`src/rtl/wb_cmd_master.sv`:
```
// Wishbone pipelined-mode initiator: one register-access command in, one bus
// transaction out, one response back. Retries on rty, aborts hung cycles on timeout.
module wb_cmd_master #(
  parameter int ADDR_WIDTH = 32,
  parameter int TIMEOUT    = 255,
  parameter int MAX_RETRY  = 3
) (
  input  logic                  clk_i,
  input  logic                  rst_n_i,
  input  logic                  cmd_valid_i,
  output logic                  cmd_ready_o,
  input  logic                  cmd_we_i,
  input  logic [ADDR_WIDTH-1:0] cmd_adr_i,
  input  logic [3:0]            cmd_sel_i,
  input  logic [31:0]           cmd_dat_i,
  output logic                  rsp_valid_o,
  input  logic                  rsp_ready_i,
  output logic [31:0]           rsp_dat_o,
  output logic                  rsp_err_o,
  output logic                  rsp_tmo_o,
  output logic                  wb_cyc_o,
  output logic                  wb_stb_o,
  output logic                  wb_we_o,
  output logic [ADDR_WIDTH-1:0] wb_adr_o,
  output logic [3:0]            wb_sel_o,
  output logic [31:0]           wb_dat_o,
  input  logic                  wb_ack_i,
  input  logic                  wb_err_i,
  input  logic                  wb_rty_i,
  input  logic                  wb_stall_i,
  input  logic [31:0]           wb_dat_i,
  output logic [1:0]            dbg_state_o
);

  // Both ports: a transfer happens on a clock edge where valid and ready are
  // both high; valid, once raised, holds its payload stable until that edge.
  typedef enum logic [1:0] {IDLE = 2'd0, REQ = 2'd1, WAIT = 2'd2, RSP = 2'd3} state_e;

  localparam int TW = (TIMEOUT > 0) ? $clog2(TIMEOUT + 1) : 1;
  localparam logic [TW-1:0] TMO_LIMIT   = TW'(TIMEOUT);
  localparam logic [3:0]    RETRY_LIMIT = 4'(MAX_RETRY);

  state_e                  state_q, state_d;
  logic                    retry_pend_q, retry_pend_d;
  logic [3:0]              retry_cnt_q, retry_cnt_d;
  logic [TW-1:0]           tmo_cnt_q, tmo_cnt_d;
  logic                    cmd_ready_q, cmd_ready_d;
  logic                    cyc_q, cyc_d, stb_q, stb_d, we_q, we_d;
  logic [ADDR_WIDTH-1:0]   adr_q, adr_d;
  logic [3:0]              sel_q, sel_d;
  logic [31:0]             dat_q, dat_d;
  logic                    rsp_valid_q, rsp_valid_d, rsp_err_q, rsp_err_d, rsp_tmo_q, rsp_tmo_d;
  logic [31:0]             rsp_dat_q, rsp_dat_d;
  logic                    tmo_hit;

  assign tmo_hit = (TIMEOUT != 0) && (tmo_cnt_q == TMO_LIMIT);

  always_comb begin
    state_d      = state_q;
    retry_pend_d = retry_pend_q;
    retry_cnt_d  = retry_cnt_q;
    tmo_cnt_d    = tmo_cnt_q;
    we_d         = we_q;
    adr_d        = adr_q;
    sel_d        = sel_q;
    dat_d        = dat_q;
    rsp_dat_d    = rsp_dat_q;
    rsp_err_d    = rsp_err_q;
    rsp_tmo_d    = rsp_tmo_q;
    case (state_q)
      IDLE: begin
        // A pending retry re-issues the held request after one cycle with cyc low.
        if (retry_pend_q) begin
          retry_pend_d = 1'b0;
          tmo_cnt_d    = '0;
          state_d      = REQ;
        end else if (cmd_valid_i && cmd_ready_q) begin
          we_d        = cmd_we_i;
          adr_d       = cmd_adr_i;
          sel_d       = cmd_sel_i;
          dat_d       = cmd_dat_i;
          retry_cnt_d = '0;
          tmo_cnt_d   = '0;
          state_d     = REQ;
        end
      end
      REQ, WAIT: begin
        tmo_cnt_d = tmo_cnt_q + 1'b1;
        if (wb_err_i) begin
          rsp_err_d = 1'b1;
          rsp_dat_d = '0;
          state_d   = RSP;
        end else if (wb_rty_i) begin
          if (retry_cnt_q < RETRY_LIMIT) begin
            retry_cnt_d  = retry_cnt_q + 4'd1;
            retry_pend_d = 1'b1;
            state_d      = IDLE;
          end else begin
            rsp_err_d = 1'b1;
            rsp_dat_d = '0;
            state_d   = RSP;
          end
        end else if (wb_ack_i) begin
          rsp_dat_d = we_q ? 32'd0 : wb_dat_i;
          state_d   = RSP;
        end else if (tmo_hit) begin
          rsp_tmo_d = 1'b1;
          rsp_dat_d = '0;
          state_d   = RSP;
        end else if (state_q == REQ && !wb_stall_i) begin
          state_d = WAIT;
        end
      end
      RSP: begin
        if (rsp_ready_i) begin
          rsp_err_d = 1'b0;
          rsp_tmo_d = 1'b0;
          rsp_dat_d = '0;
          state_d   = IDLE;
        end
      end
      default: state_d = IDLE;
    endcase
    // Outputs are registered decodes of the next state.
    cyc_d       = (state_d == REQ) || (state_d == WAIT);
    stb_d       = (state_d == REQ);
    rsp_valid_d = (state_d == RSP);
    cmd_ready_d = (state_d == IDLE) && !retry_pend_d;
  end

  always_ff @(posedge clk_i or negedge rst_n_i) begin
    if (!rst_n_i) begin
      state_q      <= IDLE;
      retry_pend_q <= 1'b0;
      retry_cnt_q  <= '0;
      tmo_cnt_q    <= '0;
      cmd_ready_q  <= 1'b1;
      cyc_q        <= 1'b0;
      stb_q        <= 1'b0;
      we_q         <= 1'b0;
      adr_q        <= '0;
      sel_q        <= '0;
      dat_q        <= '0;
      rsp_valid_q  <= 1'b0;
      rsp_dat_q    <= '0;
      rsp_err_q    <= 1'b0;
      rsp_tmo_q    <= 1'b0;
    end else begin
      state_q      <= state_d;
      retry_pend_q <= retry_pend_d;
      retry_cnt_q  <= retry_cnt_d;
      tmo_cnt_q    <= tmo_cnt_d;
      cmd_ready_q  <= cmd_ready_d;
      cyc_q        <= cyc_d;
      stb_q        <= stb_d;
      we_q         <= we_d;
      adr_q        <= adr_d;
      sel_q        <= sel_d;
      dat_q        <= dat_d;
      rsp_valid_q  <= rsp_valid_d;
      rsp_dat_q    <= rsp_dat_d;
      rsp_err_q    <= rsp_err_d;
      rsp_tmo_q    <= rsp_tmo_d;
    end
  end

  assign cmd_ready_o = cmd_ready_q;
  assign rsp_valid_o = rsp_valid_q;
  assign rsp_dat_o   = rsp_dat_q;
  assign rsp_err_o   = rsp_err_q;
  assign rsp_tmo_o   = rsp_tmo_q;
  assign wb_cyc_o    = cyc_q;
  assign wb_stb_o    = stb_q;
  assign wb_we_o     = we_q;
  assign wb_adr_o    = adr_q;
  assign wb_sel_o    = sel_q;
  assign wb_dat_o    = dat_q;
  assign dbg_state_o = state_q;

endmodule
```
`config.mk`:
```
export PLATFORM = sky130hd
export DESIGN_NAME = wb_cmd_master
export DESIGN_NICKNAME = d
export VERILOG_FILES = /design/src/rtl/wb_cmd_master.sv
export SDC_FILE = /design/constraint.sdc
export NUM_CORES = 1
export LEC_CHECK = 0
export BUFFER_PORTS_ARGS = -buffer_cell sky130_fd_sc_hd__clkbuf_2
export CORE_MARGIN = 5
export CORE_UTILIZATION = 52
export CTS_BUF_LIST = sky130_fd_sc_hd__clkbuf_4 sky130_fd_sc_hd__clkbuf_8 sky130_fd_sc_hd__clkbuf_16
export CTS_CLUSTER_SIZE = 24
export DETAILED_ROUTE_END_ITERATION = 16
export GPL_ROUTABILITY_DRIVEN = 0
export MAX_ROUTING_LAYER = met4
export PLACE_DENSITY = 0.83
export SLEW_MARGIN = 20
export SYNTH_ARGS = -nofsm -noshare
export SYNTH_HDL_FRONTEND = slang
export SYNTH_SLANG_ARGS = --single-unit
```
`constraint.sdc`:
```
create_clock -name clk_i -period 3.15 [get_ports clk_i]
set_clock_uncertainty 0.2 [all_clocks]
set_input_delay 0.63 -clock clk_i [delete_from_list [all_inputs] [get_ports clk_i]]
set_output_delay 0.63 -clock clk_i [all_outputs]
set_load 0.005 [all_outputs]
```
==> qor.yml, run 1 <==
global_routing:
  antenna_found_initial: 0
  grt_max_degree: 64
  grt_pass1_wl_um: 21400
  grt_pass1_vias: 4222
  grt_remaining_overflow: 0
  track_usage_pct: 22.2
sta:
  worstMarginPinSlew_ns: 0.646
  max_clock_freq_mhz: 390
  hold_viol: 0
  setup_tns_ns: 0
  rsz0062_at_grt: "false"
  drv_slew: 0
  maxSlewHeadroom_pct: 56.6
  whs_ns: 0.142
  fin_crit_sh_pct: 81.5
  finalSetupViolCount: 0
  period_minus_slack_ns: 2.57
clock_network:
  insertion_delay_ns: 0.50
  numCtsBuffers: 17
  cts_num_sinks: 122
  clk_pin_slew_ns: 0.06
  hold_buffers: 1
  cts_resized: 0
  cts_setup_buffers: 0
  h-tree-depth: 4
  cts_buffer_depth: 2
  cts_root_buffer: "clkbuf_8"
  cts_tree: "built"
pwr:
  vdd_ir_drop_max_mv: 0.646
  report.power.total_mw: 6.92
  pwr-share-comb_pct: 33.9
  switching_power_mw: 2.21
  p_per_area_mw_per_mm2: 978
  p_int_mw: 4.72
  p_clk_share_pct: 29.3
  leakage_nw: 3.69
  sequentialPowerShare_pct: 36.8
  switching_share_pct: 31.9
drt:
  drc: 0
  num_vias: 3945
  antenna_left: 0
  wl_um: 12900
  drt-initial-drc-count: 208
  wl_per_cell_um: 16.7
  dr.pass1.iters: 4
  vias_per_cell: 5.08
logic_synthesis:
  synth_top_cell_by_area: "dfrtp_1"
  yosys.area.top_type_share_pct: 57.7
  synthTopCellsByArea: "dfrtp_1 58%, mux2_1 7.7%, mux2_2 7.1%"
  synth.distinct_cells: 46
  synth.avg_cell_area_um2: 12.9
  synthesis.nets: 525
  syn_inst: 408
  yosysWarnings: 0
  async_flop_share_pct: 100
  synth_edf_count: 0
  ys.flop_type: "dfrtp_1"
  synthesis.area_mm2: 0.00525
  yosysSeqAreaShare_pct: 58.2
  synth-seq-cells: 122
die:
  row_count: 36
  die_w_um: 110
  fp.dieArea_mm2: 0.0122
  design.core.area_mm2: 0.00982
  die_h_um: 110
  start_util_pct: 53.5
  io_pins: 218
critical_path:
  crit_path_end_kind: "register"
  crit_fanout: 15
  start_kind: "register"
  cp_data_required_time_ns: 3.34
  arrival_ns: 2.76
  crit_type: "reg2reg"
hold_path:
  hold_class: "in2reg"
placed_design:
  dpl.hpwl_um: 9590
  place_inst: 744
  dpl_cell_area_mm2: 0.00644
  io_buffers: 217
finish:
  multi_input_area_mm2: 0.00190
  seq_area_mm2: 0.00305
  drive_gt1_share_pct: 45.7
  syn2layout_area_growth_pct: 34.9
  fin_area_mm2: 0.00708
  layout_common_cells: "216 x clkbuf_2, 121 x dfrtp_1, 41 x nand2_1"
  stdcell_count: 777
  antenna_cells: 0
  fill_cells: 686
  final_common_cell: "clkbuf_2"
  nets: 748
outcome:
  status: "completed"
run:
  cap_violations: 0
==> cell usage after synthesis (3+ instances only) <==
master	number
ha_1	8
nor3_1	3
and2_1	3
o211ai_1	3
mux2_1	36
buf_12	3
o21ai_0	7
buf_2	8
mux2_2	33
a22o_1	3
inv_1	38
mux2i_1	36
dfrtp_1	121
nor2b_1	3
nand3_1	5
a21oi_1	5
and3_1	3
nand2_1	41
o21ai_1	4
nand2b_1	6
clkbuf_1	7
==> power groups by stage <==
stage,logic [mW],registers [mW],clock network [mW]
CTS,2.38,2.55,2.07
floorplan,1.45,2.56,0
detailed placement,2.36,2.56,0
finish,2.35,2.54,2.03
global route,2.59,2.62,2.15
global placement,2.28,2.52,0
==> sequential cells by signal, summed over array words and instances, names as in the netlist, 2 cells and up <==
signal / flops
rsp_dat_o: 32
wb_adr_o: 32
wb_dat_o: 32
tmo_cnt_q: 8
retry_cnt_q: 4
wb_sel_o: 4
dbg_state_o: 2
==> metal layers <==
metal  track usage, %  vias up  routed length [µm]
met4             6.65        0                 185
li1                 -     1840                   -
met5                -        -                   0
met1             27.6     1911                5520
met2             34.9      178                6310
met3             7.33       16                 928
==> stage by stage <==
| step | util, % | setup WS (ns) |
|---|---|---|
| CTS | 72.1 | 0.621 |
| global placement | 65.6 | 0.742 |
| detailed placement | 65.6 | 0.621 |
| finish | 72.1 | 0.584 |
| floorplan | - | 0.944 |
| global route | 72.1 | 0.473 |
==> cells by family after synthesis <==
kind of cell	synth area share, %
buffers and inverters	5.62
AOI/OAI and AO/OA	5.82
and+or+nand+nor	6.82
adders and majority gates	1.91
DFF	58.2
muxes	21.7
==> critical path: stages, from the launching register on <==
cell      delay (ns)
dfrtp_1         0.47
inv_1           0.07
ha_1            0.58
nor2b_1         0.37
nand2_1         0.09
a31oi_1         0.23
a221oi_1        0.11
ha_1            0.31
inv_1           0.04
==> path summary, 6_finish.rpt <==
check,from,end,slack [ns],depth (start not counted)
max reg2reg,dbg_state_o[0]$_DFF_PN0_,wb_cyc_o$_DFF_PN0_,0.58,8
min reg2reg,wb_adr_o[1]$_DFFE_PN0P_,wb_adr_o[1]$_DFFE_PN0P_,0.29,1
min in group asynchronous,rst_n_i,rsp_valid_o$_DFF_PN0_,0.44,2
min,cmd_dat_i[15],wb_dat_o[15]$_DFFE_PN0P_,0.14,2
max,dbg_state_o[0]$_DFF_PN0_,wb_cyc_o$_DFF_PN0_,0.58,8
max in group asynchronous,rst_n_i,wb_dat_o[9]$_DFFE_PN0P_,1.61,3
==> final cells by class <==
class                   count  area share [%]
well taps                 133            2.35
clock buffers              21            6.54
inverters                  39            2.07
repair buffers            224            16.7
clock inverters            11            2.37
multi-input cells         227            26.9
flip-flops and latches    122            43.1
Power figures use the tool's default switching activity.
==> run 2, diff against run 1 <==
--- a/config.mk
+++ b/config.mk
@@ -7,13 +7,13 @@
 export LEC_CHECK = 0
 export BUFFER_PORTS_ARGS = -buffer_cell sky130_fd_sc_hd__clkbuf_2
 export CORE_MARGIN = 5
-export CORE_UTILIZATION = 52
+export CORE_UTILIZATION = 43
 export CTS_BUF_LIST = sky130_fd_sc_hd__clkbuf_4 sky130_fd_sc_hd__clkbuf_8 sky130_fd_sc_hd__clkbuf_16
 export CTS_CLUSTER_SIZE = 24
 export DETAILED_ROUTE_END_ITERATION = 16
 export GPL_ROUTABILITY_DRIVEN = 0
 export MAX_ROUTING_LAYER = met4
-export PLACE_DENSITY = 0.83
+export PLACE_DENSITY = 0.73
 export SLEW_MARGIN = 20
 export SYNTH_ARGS = -nofsm -noshare
 export SYNTH_HDL_FRONTEND = slang
==> constraint.sdc (replaced) <==
create_clock -name clk_i -period 2.25 [get_ports clk_i]
set_clock_uncertainty 0.2 [all_clocks]
set_input_delay 0.45 -clock clk_i [delete_from_list [all_inputs] [get_ports clk_i]]
set_output_delay 0.45 -clock clk_i [all_outputs]
set_load 0.005 [all_outputs]
==> qor.yml, run 2 (synthesized netlist as in run 1, its figures left out) <==
sta:
  rsz0062_at_grt: "true"
  finalSetupViolCount: 0
  drv_slew: 0
  period_minus_slack_ns: 2.18
  whs_ns: 0.0483
  finalWorstSetupSlack_ns: 0.0681
  worstMarginPinSlew_ns: 0.394
  hold_viol: 0
  max_clock_freq_mhz: 458
  maxSlewHeadroom_pct: 73.7
  fin_crit_sh_pct: 97.0
drt:
  wl_um: 13100
  num_vias: 4024
  vias_per_cell: 5.01
  drc: 0
  drt-initial-drc-count: 154
  antenna_left: 0
  dr.pass1.iters: 4
  wl_per_cell_um: 16.3
finish:
  antenna_cells: 0
  seq_area_mm2: 0.00305
  final_common_cell: "clkbuf_2"
  multi_input_area_mm2: 0.00192
  fill_cells: 1001
  nets: 760
  layout_common_cells: "216 x clkbuf_2, 121 x dfrtp_1, 41 x nand2_1"
  syn2layout_area_growth_pct: 37.9
  fin_area_mm2: 0.00724
  drive_gt1_share_pct: 47.3
critical_path:
  r2r_start: "retry_cnt_q[0]$_DFFE_PN0P_"
  start_kind: "register"
  r2r_setup_slack_ns: 0.07
  cp_data_required_time_ns: 2.37
  ff2ff_path_depth: 6
  arrival_ns: 2.30
  crit_fanout: 16
  crit_type: "reg2reg"
  r2r-end: "rsp_dat_o[8]$_DFFE_PN0P_"
  crit_path_end_kind: "register"
clock_network:
  h-tree-depth: 4
  cts_tree: "built"
  cts_root_buffer: "clkbuf_16"
  cts_num_sinks: 122
  cts_setup_buffers: 0
  numCtsBuffers: 17
  clk_pin_slew_ns: 0.06
  cts_buffer_depth: 2
  insertion_delay_ns: 0.41
hold_path:
  worstHoldPathCells: 2
  min_from: "cmd_adr_i[20]"
  hold_path_end: "wb_adr_o[20]$_DFFE_PN0P_"
  hold_class: "in2reg"
pwr:
  switching_power_mw: 3.22
  p_clk_share_pct: 28.2
  vdd_ir_drop_max_mv: 0.756
  p_int_mw: 6.82
  pwr-share-comb_pct: 36.5
  sequentialPowerShare_pct: 35.3
  p_per_area_mw_per_mm2: 1390
  switching_share_pct: 32.1
  leakage_nw: 3.75
global_routing:
  grt_pass1_vias: 4336
  grt_pass1_wl_um: 21100
  track_usage_pct: 18.8
  grt_max_degree: 72
  grt_remaining_overflow: 0
  antenna_found_initial: 0
die:
  io_pins: 218
  start_util_pct: 43.7
  fp.dieArea_mm2: 0.0145
  die_h_um: 120
  design.core.area_mm2: 0.0120
  die_w_um: 120
  row_count: 40
placed_design:
  io_buffers: 217
  dpl.hpwl_um: 9800
  pre_cts_slack_ns: 0.0659
  dpl_cell_area_mm2: 0.00657
run:
  cap_violations: 0
outcome:
  status: "completed"
run 2: cell types whose count changed in the layout (fill, tap and decap cells not counted), moves of 2 or more:
cell | before | now
clkinvlp_4 | 2 | 4
buf_4 | 4 | 13
clkinv_4 | 2 | 0
buf_12 | 3 | 5
clkbuf_16 | 16 | 18
run 2: what timing repair did:
item	in CTS	in global routing
setup endpoints to repair	0	13
resized for setup	0	4
hold endpoints to repair	121	0
hold buffers	1	0
run 2: area by class of cell:
class	count	area share, %
Clock buffer	22	6.74
Clock inverter	10	1.92
Inverter	39	2.02
Multi-Input combinational cell	227	26.5
Sequential cell	122	42.2
Tap cell	147	2.54
Timing Repair Buffer	236	18.1
run 2: per-stage QoR:
stage	TNS (ns)	utilization, %	total power [mW]	instances
floorplan	0	-	5.62	408
global placement	0	54.7	6.95	769
detailed placement	0	54.7	7.13	769
CTS	0	60.0	10.0	802
global route	-0.0176	60.3	10.7	803
finish	0	60.3	10.0	803
run 2: worst max path at each step:
stage                                from                  endpoint  slack [ns]  cells past startpoint
2_1_floorplan    dbg_state_o[0]$_DFF_PN0_  tmo_cnt_q[5]$_DFFE_PN0P_        0.04                      7
3_3_place_gp   retry_cnt_q[0]$_DFFE_PN0P_        wb_cyc_o$_DFF_PN0_        0.09                      6
3_5_place_dp   retry_cnt_q[0]$_DFFE_PN0P_        wb_cyc_o$_DFF_PN0_        0.07                      6
4_1_cts        retry_cnt_q[0]$_DFFE_PN0P_        wb_cyc_o$_DFF_PN0_        0.05                      6
5_1_grt          dbg_state_o[0]$_DFF_PN0_        wb_cyc_o$_DFF_PN0_       -0.02                      8
6_report       retry_cnt_q[0]$_DFFE_PN0P_  rsp_dat_o[8]$_DFFE_PN0P_        0.07                      6
run 2: power groups by stage:
stage                     logic, mW  registers [mW]  clock network, mW
after floorplan                2.03            3.58                  0
after global placement         3.43            3.52                  0
after detailed placement       3.55            3.58                  0
after CTS                      3.57            3.55               2.89
after global routing           4.00            3.66               3.02
final                          3.66            3.55               2.84
run 2: critical path: stages (launching register included):
cell,delay (ns)
dfrtp_1,0.40
ha_1,0.20
or3_4,0.38
o311ai_4,0.27
a21o_2,0.21
buf_12,0.19
mux2i_1,0.24
run 2: metal layers:
layer	part of all wire, %	up-vias	global-route usage (%)
met5	0	-	-
met2	48	195	29.4
met3	8.9	29	6.92
met1	41	1931	22.4
met4	2.1	0	7.22
li1	-	1869	-
